<file path="src/rtl/gpio_irq_ctrl.sv">
// GPIO edge-interrupt controller: per-pin edge detect, pending latch, in-order serve FSM, overrun count.
// Optional macro GPIO_IRQ_SYNC_EN adds a 2-flop input synchronizer ahead of gpio_q.
//
// state | meaning
// IDLE  | nothing being served; wait for any pending bit
// ARB   | latch lowest-index pending pin into irq_id
// SERVE | maip asserted; wait for matching ack or the pin to be masked off
module gpio_irq_ctrl (
  input  logic       clk,
  input  logic       reset,
  input  logic [7:0] gpio_in,
  input  logic [7:0] gpio_dir,
  input  logic [7:0] int_en,
  input  logic [7:0] int_pol,
  input  logic       ack_valid,
  input  logic [2:0] ack_id,
  output logic       maip,
  output logic [2:0] irq_id,
  output logic [7:0] pending,
  output logic [7:0] overrun_cnt
);

  typedef enum logic [1:0] {IDLE, ARB, SERVE} state_t;

  logic [7:0] gpio_src;

`ifdef GPIO_IRQ_SYNC_EN
  localparam logic [2:0] WARM_CYCLES = 3'd4;

  logic [7:0] sync1_q, sync2_q;

  always_ff @(posedge clk or posedge reset) begin
    if (reset) begin
      sync1_q <= 8'h00;
      sync2_q <= 8'h00;
    end else begin
      sync1_q <= gpio_in;
      sync2_q <= sync1_q;
    end
  end

  assign gpio_src = sync2_q;
`else
  localparam logic [2:0] WARM_CYCLES = 3'd2;

  assign gpio_src = gpio_in;
`endif

  state_t     state_q, state_d;
  logic [2:0] irq_id_q, irq_id_d;
  logic [7:0] pending_q, pending_d;
  logic [7:0] overrun_q, overrun_d;
  logic [7:0] gpio_q, gpio_q_d;
  logic [2:0] warm_q, warm_d;

  logic       warm_done;
  logic       ack_hit;
  logic       lost;
  logic [7:0] ack_mask;
  logic [7:0] allow;
  logic [7:0] evt;
  logic [2:0] arb_id;

  always_ff @(posedge clk or posedge reset) begin
    if (reset) begin
      state_q   <= IDLE;
      irq_id_q  <= 3'd0;
      pending_q <= 8'h00;
      overrun_q <= 8'h00;
      gpio_q    <= 8'h00;
      gpio_q_d  <= 8'h00;
      warm_q    <= WARM_CYCLES;
    end else begin
      state_q   <= state_d;
      irq_id_q  <= irq_id_d;
      pending_q <= pending_d;
      overrun_q <= overrun_d;
      gpio_q    <= gpio_src;
      gpio_q_d  <= gpio_q;
      warm_q    <= warm_d;
    end
  end

  // Edge detection stays off until the whole sample pipe holds post-reset data.
  assign warm_d    = (warm_q != 3'd0) ? warm_q - 3'd1 : 3'd0;
  assign warm_done = (warm_q == 3'd0);

  assign allow    = ~gpio_dir & int_en;
  assign ack_hit  = (state_q == SERVE) && ack_valid && (ack_id == irq_id_q);
  assign ack_mask = ack_hit ? (8'd1 << irq_id_q) : 8'h00;

  always_comb begin
    evt = 8'h00;
    if (warm_done)
      evt = allow & ((int_pol & gpio_q & ~gpio_q_d) | (~int_pol & ~gpio_q & gpio_q_d));
  end

  // A fresh event wins over a same-cycle ack, so the pin stays pending.
  assign pending_d = ((pending_q & ~ack_mask) | evt) & allow;
  assign lost      = |(evt & pending_q & ~ack_mask);
  assign overrun_d = (lost && (overrun_q != 8'hFF)) ? overrun_q + 8'd1 : overrun_q;

  always_comb begin
    arb_id = 3'd0;
    for (int i = 7; i >= 0; i--)
      if (pending_q[i]) arb_id = 3'(i);
  end

  always_comb begin
    state_d  = state_q;
    irq_id_d = irq_id_q;
    case (state_q)
      IDLE: begin
        if (pending_q != 8'h00) state_d = ARB;
      end
      ARB: begin
        if (pending_q != 8'h00) begin
          irq_id_d = arb_id;
          state_d  = SERVE;
        end else begin
          state_d = IDLE;
        end
      end
      SERVE: begin
        if (ack_hit || !pending_q[irq_id_q]) state_d = IDLE;
      end
      default: state_d = IDLE;
    endcase
  end

  assign maip        = (state_q == SERVE);
  assign irq_id      = irq_id_q;
  assign pending     = pending_q;
  assign overrun_cnt = overrun_q;

endmodule
</file>
<file path="config.mk">
export PLATFORM = sky130hd
export DESIGN_NAME = gpio_irq_ctrl
export DESIGN_NICKNAME = d
export VERILOG_FILES = /design/src/rtl/gpio_irq_ctrl.sv
export SDC_FILE = /design/constraint.sdc
export NUM_CORES = 1
export LEC_CHECK = 0
export BUFFER_PORTS_ARGS = -buffer_cell sky130_fd_sc_hd__buf_2
export CAP_MARGIN = 20
export CELL_PAD_IN_SITES_DETAIL_PLACEMENT = 0
export CELL_PAD_IN_SITES_GLOBAL_PLACEMENT = 2
export CORE_MARGIN = 4
export CORE_UTILIZATION = 31
export DETAILED_ROUTE_END_ITERATION = 10
export PLACE_DENSITY = 0.85
export SYNTH_ARGS = -nofsm -noshare
export SYNTH_HDL_FRONTEND = slang
export SYNTH_SLANG_ARGS = --single-unit
</file>
<file path="constraint.sdc">
create_clock -name clk -period 2.93 [get_ports clk]
set_input_delay 0.586 -clock clk [delete_from_list [all_inputs] [get_ports clk]]
set_output_delay 0.586 -clock clk [all_outputs]
set_load 0.05 [all_outputs]
</file>
==> results of run 1 <==
cell families (layout without fill, tap and decap cells):
| logic type | after synthesis | count (layout) | share of synthesized area, % |
|---|---|---|---|
| simple gates | 85 | 85 | 24.8 |
| flops | 40 | 40 | 50.6 |
| mux | 7 | 7 | 5.06 |
| fa+ha+maj | 3 | 3 | 1.90 |
| xor+xnor | 7 | 7 | 3.10 |
| compound gates | 38 | 38 | 12.0 |
| buf+inv | 11 | 76 | 2.47 |
cell usage after synthesis (all sizes together) (4+ instances only):
library cell	number
nand2	22
or3b	4
nor3	4
o21ai	8
nor2	11
mux2	4
nand2b	10
xor2	6
nand3	8
nor4	4
dfrtp	39
o31ai	7
a21oi	11
inv	8
per-stage QoR:
step	util (%)	hold WS (ns)	std cells	instance area [um^2]	setup WS, ns
after floorplan	-	0.366	191	1980	0.0205
after global placement	39.1	0.378	324	2370	0.0817
after detailed placement	39.1	0.380	324	2370	0.0117
after CTS	40.4	0.384	331	2450	0.0724
after global routing	40.5	0.383	331	2460	0.00522
final	40.5	0.393	331	2460	0.115
report_power, final:
| group | switching, uW | total [uW] | leakage (uW) | internal (uW) |
|---|---|---|---|---|
| Clock | 178 | 340 | 0.0000410 | 162 |
| Combinational | 337 | 497 | 0.000626 | 160 |
| Sequential | 65.6 | 679 | 0.000506 | 613 |
final cells by class:
| type | count | area (um^2) |
|---|---|---|
| clock buffer | 6 | 72.6 |
| tap | 75 | 93.8 |
| clock inverter | 1 | 5.00 |
| sequential | 40 | 1000 |
| timing repair buffer | 61 | 315 |
| fill | 611 | 3600 |
| inverter | 8 | 30.0 |
| multi-input combinational | 140 | 938 |
worst max-delay path by stage:
stage,start,endpoint,slack [ns]
floorplan,irq_id[1]$_DFFE_PP0P_,overrun_cnt[1]$_DFFE_PP0P_,0.02
global placement,ack_id[0],overrun_cnt[1]$_DFFE_PP0P_,0.08
detailed placement,ack_id[0],overrun_cnt[1]$_DFFE_PP0P_,0.01
CTS,state_q[0]$_DFFE_PP0P_,overrun_cnt[1]$_DFFE_PP0P_,0.07
global route,state_q[0]$_DFFE_PP0P_,overrun_cnt[1]$_DFFE_PP0P_,0.005
finish,state_q[0]$_DFFE_PP0P_,overrun_cnt[1]$_DFFE_PP0P_,0.11
state kept, by name, indices dropped and copies added, names as in the netlist:
| signal | cells |
|---|---|
| gpio_q | 8 |
| gpio_q_d | 8 |
| irq_id | 3 |
| overrun_cnt | 8 |
| pending | 8 |
| state_q | 2 |
| warm_q | 3 |
routing by layer:
layer / wire, um / up-vias
met5: 0 / -
met4: 59 / 0
met3: 357 / 6
met2: 2020 / 55
met1: 2180 / 753
li1: - / 818
worst reg2reg max path: stages, from the launching register on:
cell and delay (ns):
dfrtp_1 0.44, or4b_4 0.58, or4_1 0.54, nand3_1 0.11, o41ai_1 0.11, nor4_4 0.45
nor2_1 0.13, mux2_1 0.34
timing repair:
action                                  in CTS  in global routing
endpoints found under the setup margin       0                  2
hold buffers                                 0                  0
buffers inserted                             0                  0
gates resized for setup                      0                  2
layout by cell type, fill, tap and decap left out, types with 4 or more instances in the layout:
| cell | count |
|---|---|
| a21oi_1 | 11 |
| buf_2 | 57 |
| buf_4 | 4 |
| clkbuf_8 | 5 |
| dfrtp_1 | 39 |
| inv_1 | 8 |
| nand2_1 | 22 |
| nand2b_1 | 10 |
| nand3_1 | 8 |
| nor2_1 | 11 |
| nor3_1 | 4 |
| o21ai_0 | 8 |
| o31ai_1 | 7 |
| or3b_2 | 4 |
| xor2_1 | 6 |
==> flow_summary.toml, run 1 <==
[synthesis]
synth_edf_count = 0
ys_warn_count = 0
ys_top_cells_by_area = "dfrtp_1, nand2_1, nand2b_1"
yosysTopAreaCell = "dfrtp_1"
syn_area_per_cell_um2 = 10.4
syn-cell-area_um2 = 1980
synthArstFlopShare_pct = 100
yosysUniqueCellTypes = 42
syn_nets = 232
synth-seq-cells = 40
synth_top_area_share_pct = 49.3
synth_flop_cell = "dfrtp_1"
syn_inst = 191
yosysSeqAreaShare_pct = 50.6

[final_layout]
n_antenna_cell = 0
syn_to_final_growth_pct = 24.1
finalNetCount = 297
drive_above_1_share_pct = 32.0

[global_route]
antenna_found_initial = 0
met3_usage_pct = 3.67
grt_pass1_wl_um = 7710
grt.busiest_layer = "met1"
grt_pass1_vias = 1633
gr-usage-met2_pct = 18.6
grt.total_usage_pct = 12.9
use_met1_pct = 18.7
overflow = 0
grt_max_degree = 41

[clock_network]
cts_inserted_buffers = 5
cts.sinks = 40
cts_tree = "done"
path_clk_slew_ns = 0.07
htreeDepth = 2
cts_max_path_buffers = 2
insertion_delay_ns = 0.29
ctsRootBufferMaster = "clkbuf_8"

[drt]
drt_first_pass_iters = 5
drtAntennaViolNets = 0
drcViolationCount = 0
wl_per_cell_um = 14.0
route.vias.total = 1632
post_drt_via_cell_ratio = 4.93
drt_iter0_markers = 58
wl_um = 4620

[sta]
fin_crit_ns = 2.82
tightest_slew_ns = 0.542
fin_crit_sh_pct = 96.1
max_freq_mhz = 355
setup-tns-final_ns = 0
slew_headroom_pct = 63.4
rsz0062_at_grt = "false"
hold_viol = 0
finalClockSkew_ns = 0.00567
setup_viol = 0
slew_violations = 0

[die]
die_h_um = 87.9
initial_core_util_pct = 32.7
dieArea_um2 = 7730
io_pins = 58
rows = 28
dieWidth_um = 87.9
core_area_um2 = 6060

[power]
pwr_density_cell_nw_per_um2 = 617
p_leak_uw = 0.00117
peakVddDrop_mv = 0.383
power_uw = 1520

[worst_setup_path]
reg2reg_setup_slack_ns = 0.11
cp_top_family = "simple AND/OR/NAND/NOR gates"
r2r-start = "state_q[0]$_DFFE_PP0P_"
slowest_delay_ns = 0.58
reg2reg_depth = 7
cp.depth = 7
cp-start-kind = "flop"
path_class = "flop to flop"
r2r_end = "overrun_cnt[1]$_DFFE_PP0P_"
worstPathRequired_ns = 3.10
cp-end-kind = "flop"
slowest_stage = "or4b_4"
path_max_fanout = 7
cp.arrival_ns = 2.98
worst-path-buf-inv = 0
path_cells = "or4b_4, or4_1, nand3_1, o41ai_1, nor4_4, nor2_1, mux2_1"

[min_path]
hp-start = "gpio_q[0]$_DFF_PP0_"
min_path_cells = 0
min_path_type = "flop to flop"
hold_path_end = "gpio_q_d[0]$_DFF_PP0_"

[run_status]
status = "completed"

[flow_run]
drv_cap = 0

[placed_design]
place_congestion = 0.801
dpl.hpwl_um = 3610
port_buffers = 57
(Power assumes the default switching activity.)
==> run 2, diff against run 1 <==
--- a/config.mk
+++ b/config.mk
@@ -10,9 +10,10 @@
 export CELL_PAD_IN_SITES_DETAIL_PLACEMENT = 0
 export CELL_PAD_IN_SITES_GLOBAL_PLACEMENT = 2
 export CORE_MARGIN = 4
-export CORE_UTILIZATION = 31
+export CORE_UTILIZATION = 32
+export CTS_BUF_LIST = sky130_fd_sc_hd__clkbuf_2 sky130_fd_sc_hd__clkbuf_4 sky130_fd_sc_hd__clkbuf_8
 export DETAILED_ROUTE_END_ITERATION = 10
-export PLACE_DENSITY = 0.85
+export PLACE_DENSITY = 0.87
 export SYNTH_ARGS = -nofsm -noshare
 export SYNTH_HDL_FRONTEND = slang
 export SYNTH_SLANG_ARGS = --single-unit
==> run 2 against run 1 <==
Net effect:
- wire length is 1.7% higher
- register-to-register slack better by 0.03 ns
- critical path depth stayed put
- clock-buffer cell count stayed put
- design area is 0.97% higher
- via count is 2.3% higher
- core utilization is 1.1 points higher
- hold slack better by 0.0024 ns
- flip-flop and latch count stayed put
- sequential power hardly changed
- clock power is 35% higher
- critical endpoint unchanged
==> flow_summary.toml, run 2 (synthesized netlist as in run 1, its figures left out) <==
[die]
initial_core_util_pct = 33.2
rows = 28
dieArea_um2 = 7510
io_pins = 58
core_area_um2 = 5960
dieWidth_um = 86.7
die_h_um = 86.7

[final_layout]
post-route-util_pct = 41.7
mostFrequentLayoutCells = "buf_2, dfrtp_1, nand2_1"
syn_to_final_growth_pct = 25.3
final_cells = 332
finalNetCount = 297
layout_commonest_cell = "buf_2"
drive_above_1_share_pct = 31.9
n_antenna_cell = 0

[drt]
drcViolationCount = 0
wl_um = 4700
route.vias.total = 1670
drtAntennaViolNets = 0
drt_first_pass_iters = 4
wl_per_cell_um = 14.2
post_drt_via_cell_ratio = 5.03
drt_iter0_markers = 62

[clock_network]
cts_max_path_buffers = 2
cts_tree = "done"
cts_hold_buf = 0
path_clk_slew_ns = 0.08
cts.sinks = 40
insertion_delay_ns = 0.29
ctsRootBufferMaster = "clkbuf_8"
htreeDepth = 2
cts_inserted_buffers = 5

[worst_setup_path]
crit_end = "overrun_cnt[1]$_DFFE_PP0P_"
r2r-start = "state_q[0]$_DFFE_PP0P_"
cp-start-kind = "flop"
path_max_fanout = 7
cp.depth = 7
cp_top_family = "simple AND/OR/NAND/NOR gates"
reg2reg_setup_slack_ns = 0.14
r2r_end = "overrun_cnt[1]$_DFFE_PP0P_"
reg2reg_depth = 7
path_cells = "or4b_4, or4_1, nand3_1, o41ai_1, nor4_4, nor2_1, mux2_1"
path_class = "flop to flop"
worstPathRequired_ns = 3.11
worst-path-buf-inv = 0
cp-startpoint = "state_q[0]$_DFFE_PP0P_"
cp.arrival_ns = 2.96
slowest_delay_ns = 0.57
slowest_stage = "or4b_4"
cp-end-kind = "flop"

[global_route]
grt_max_degree = 41
antenna_found_initial = 0
overflow = 0
grt.busiest_layer = "met2"
grt_pass1_vias = 1632
grt.total_usage_pct = 13.5
grt_pass1_wl_um = 7910
gr-usage-met2_pct = 20.0
met3_usage_pct = 3.52
use_met1_pct = 19.3

[placed_design]
place_congestion = 0.787
port_buffers = 57
pre_cts_slack_ns = 0.0513
dpl.hpwl_um = 3620
dp_cells = 324

[sta]
hold_viol = 0
max_freq_mhz = 359
fin_crit_sh_pct = 95.1
slew_violations = 0
fin_crit_ns = 2.79
setup_slack_ns = 0.142
tightest_slew_ns = 0.581
finalClockSkew_ns = 0.00564
rsz0062_at_grt = "false"
setup-tns-final_ns = 0
slew_headroom_pct = 60.7
setup_viol = 0

[flow_run]
drv_cap = 0

[min_path]
min_path_type = "primary input to flop"
min_path_cells = 1

[power]
switching_power_uw = 593
pwr_density_cell_nw_per_um2 = 656
pwr-share-comb_pct = 30.1
p_int_uw = 1030
p_leak_uw = 0.00119
p_seq_share_pct = 41.7
power_uw = 1630
peakVddDrop_mv = 0.388
sw_frac_of_total_pct = 36.4
power_frac_clock_pct = 28.2

[run_status]
status = "completed"
## run 2: cell count changes in the layout (fill, tap and decap cells not counted)
| cell | delta |
|---|---|
| clkbuf_1 | -1 |
| ha_2 | -1 |
| o41ai_2 | -1 |
| ha_1 | +1 |
| clkbuf_4 | +1 |
| bufinv_16 | +1 |
| o41ai_1 | +1 |
## run 2: area by class of cell
| class | count | area [um^2] |
|---|---|---|
| inverter | 8 | 30.0 |
| multi-input combinational | 140 | 928 |
| tap | 75 | 93.8 |
| clock inverter | 2 | 35.0 |
| timing repair buffer | 61 | 315 |
| clock buffer | 6 | 76.3 |
| fill | 592 | 3470 |
| sequential | 40 | 1000 |
## run 2: per-stage QoR
stage / hold slack, ns / instance area [um^2]
6_report: 0.395 / 2480
5_1_grt: 0.376 / 2480
4_1_cts: 0.384 / 2480
3_5_place_dp: 0.384 / 2370
3_3_place_gp: 0.376 / 2370
2_1_floorplan: 0.366 / 1980
## run 2: power groups by stage
stage          Combinational (uW)  Clock [uW]  Sequential, uW
2_1_floorplan                 217           0             827
3_3_place_gp                  491           0             688
3_5_place_dp                  492           0             690
4_1_cts                       495         472             679
5_1_grt                       537         497             689
6_report                      490         459             679
## run 2: timing repair
item                       CTS  global route
setup endpoints to repair    0             3
gates resized for setup      0             0
setup buffers                0             0
## run 2: worst min-delay path by stage
| stage | start | endpoint | slack (ns) |
|---|---|---|---|
| floorplan | gpio_q[0]$_DFF_PP0_ | gpio_q_d[0]$_DFF_PP0_ | 0.37 |
| global placement | gpio_q[0]$_DFF_PP0_ | gpio_q_d[0]$_DFF_PP0_ | 0.38 |
| detailed placement | gpio_q[0]$_DFF_PP0_ | gpio_q_d[0]$_DFF_PP0_ | 0.38 |
| CTS | gpio_in[5] | gpio_q[5]$_DFF_PP0_ | 0.38 |
| global route | gpio_in[3] | gpio_q[3]$_DFF_PP0_ | 0.38 |
| finish | gpio_in[3] | gpio_q[3]$_DFF_PP0_ | 0.39 |
## run 2: routing by layer
layer	share of wire (%)	wire, um
met5	0	0
met4	1.3	62
met1	47	2210
met3	7.2	338
met2	44	2090
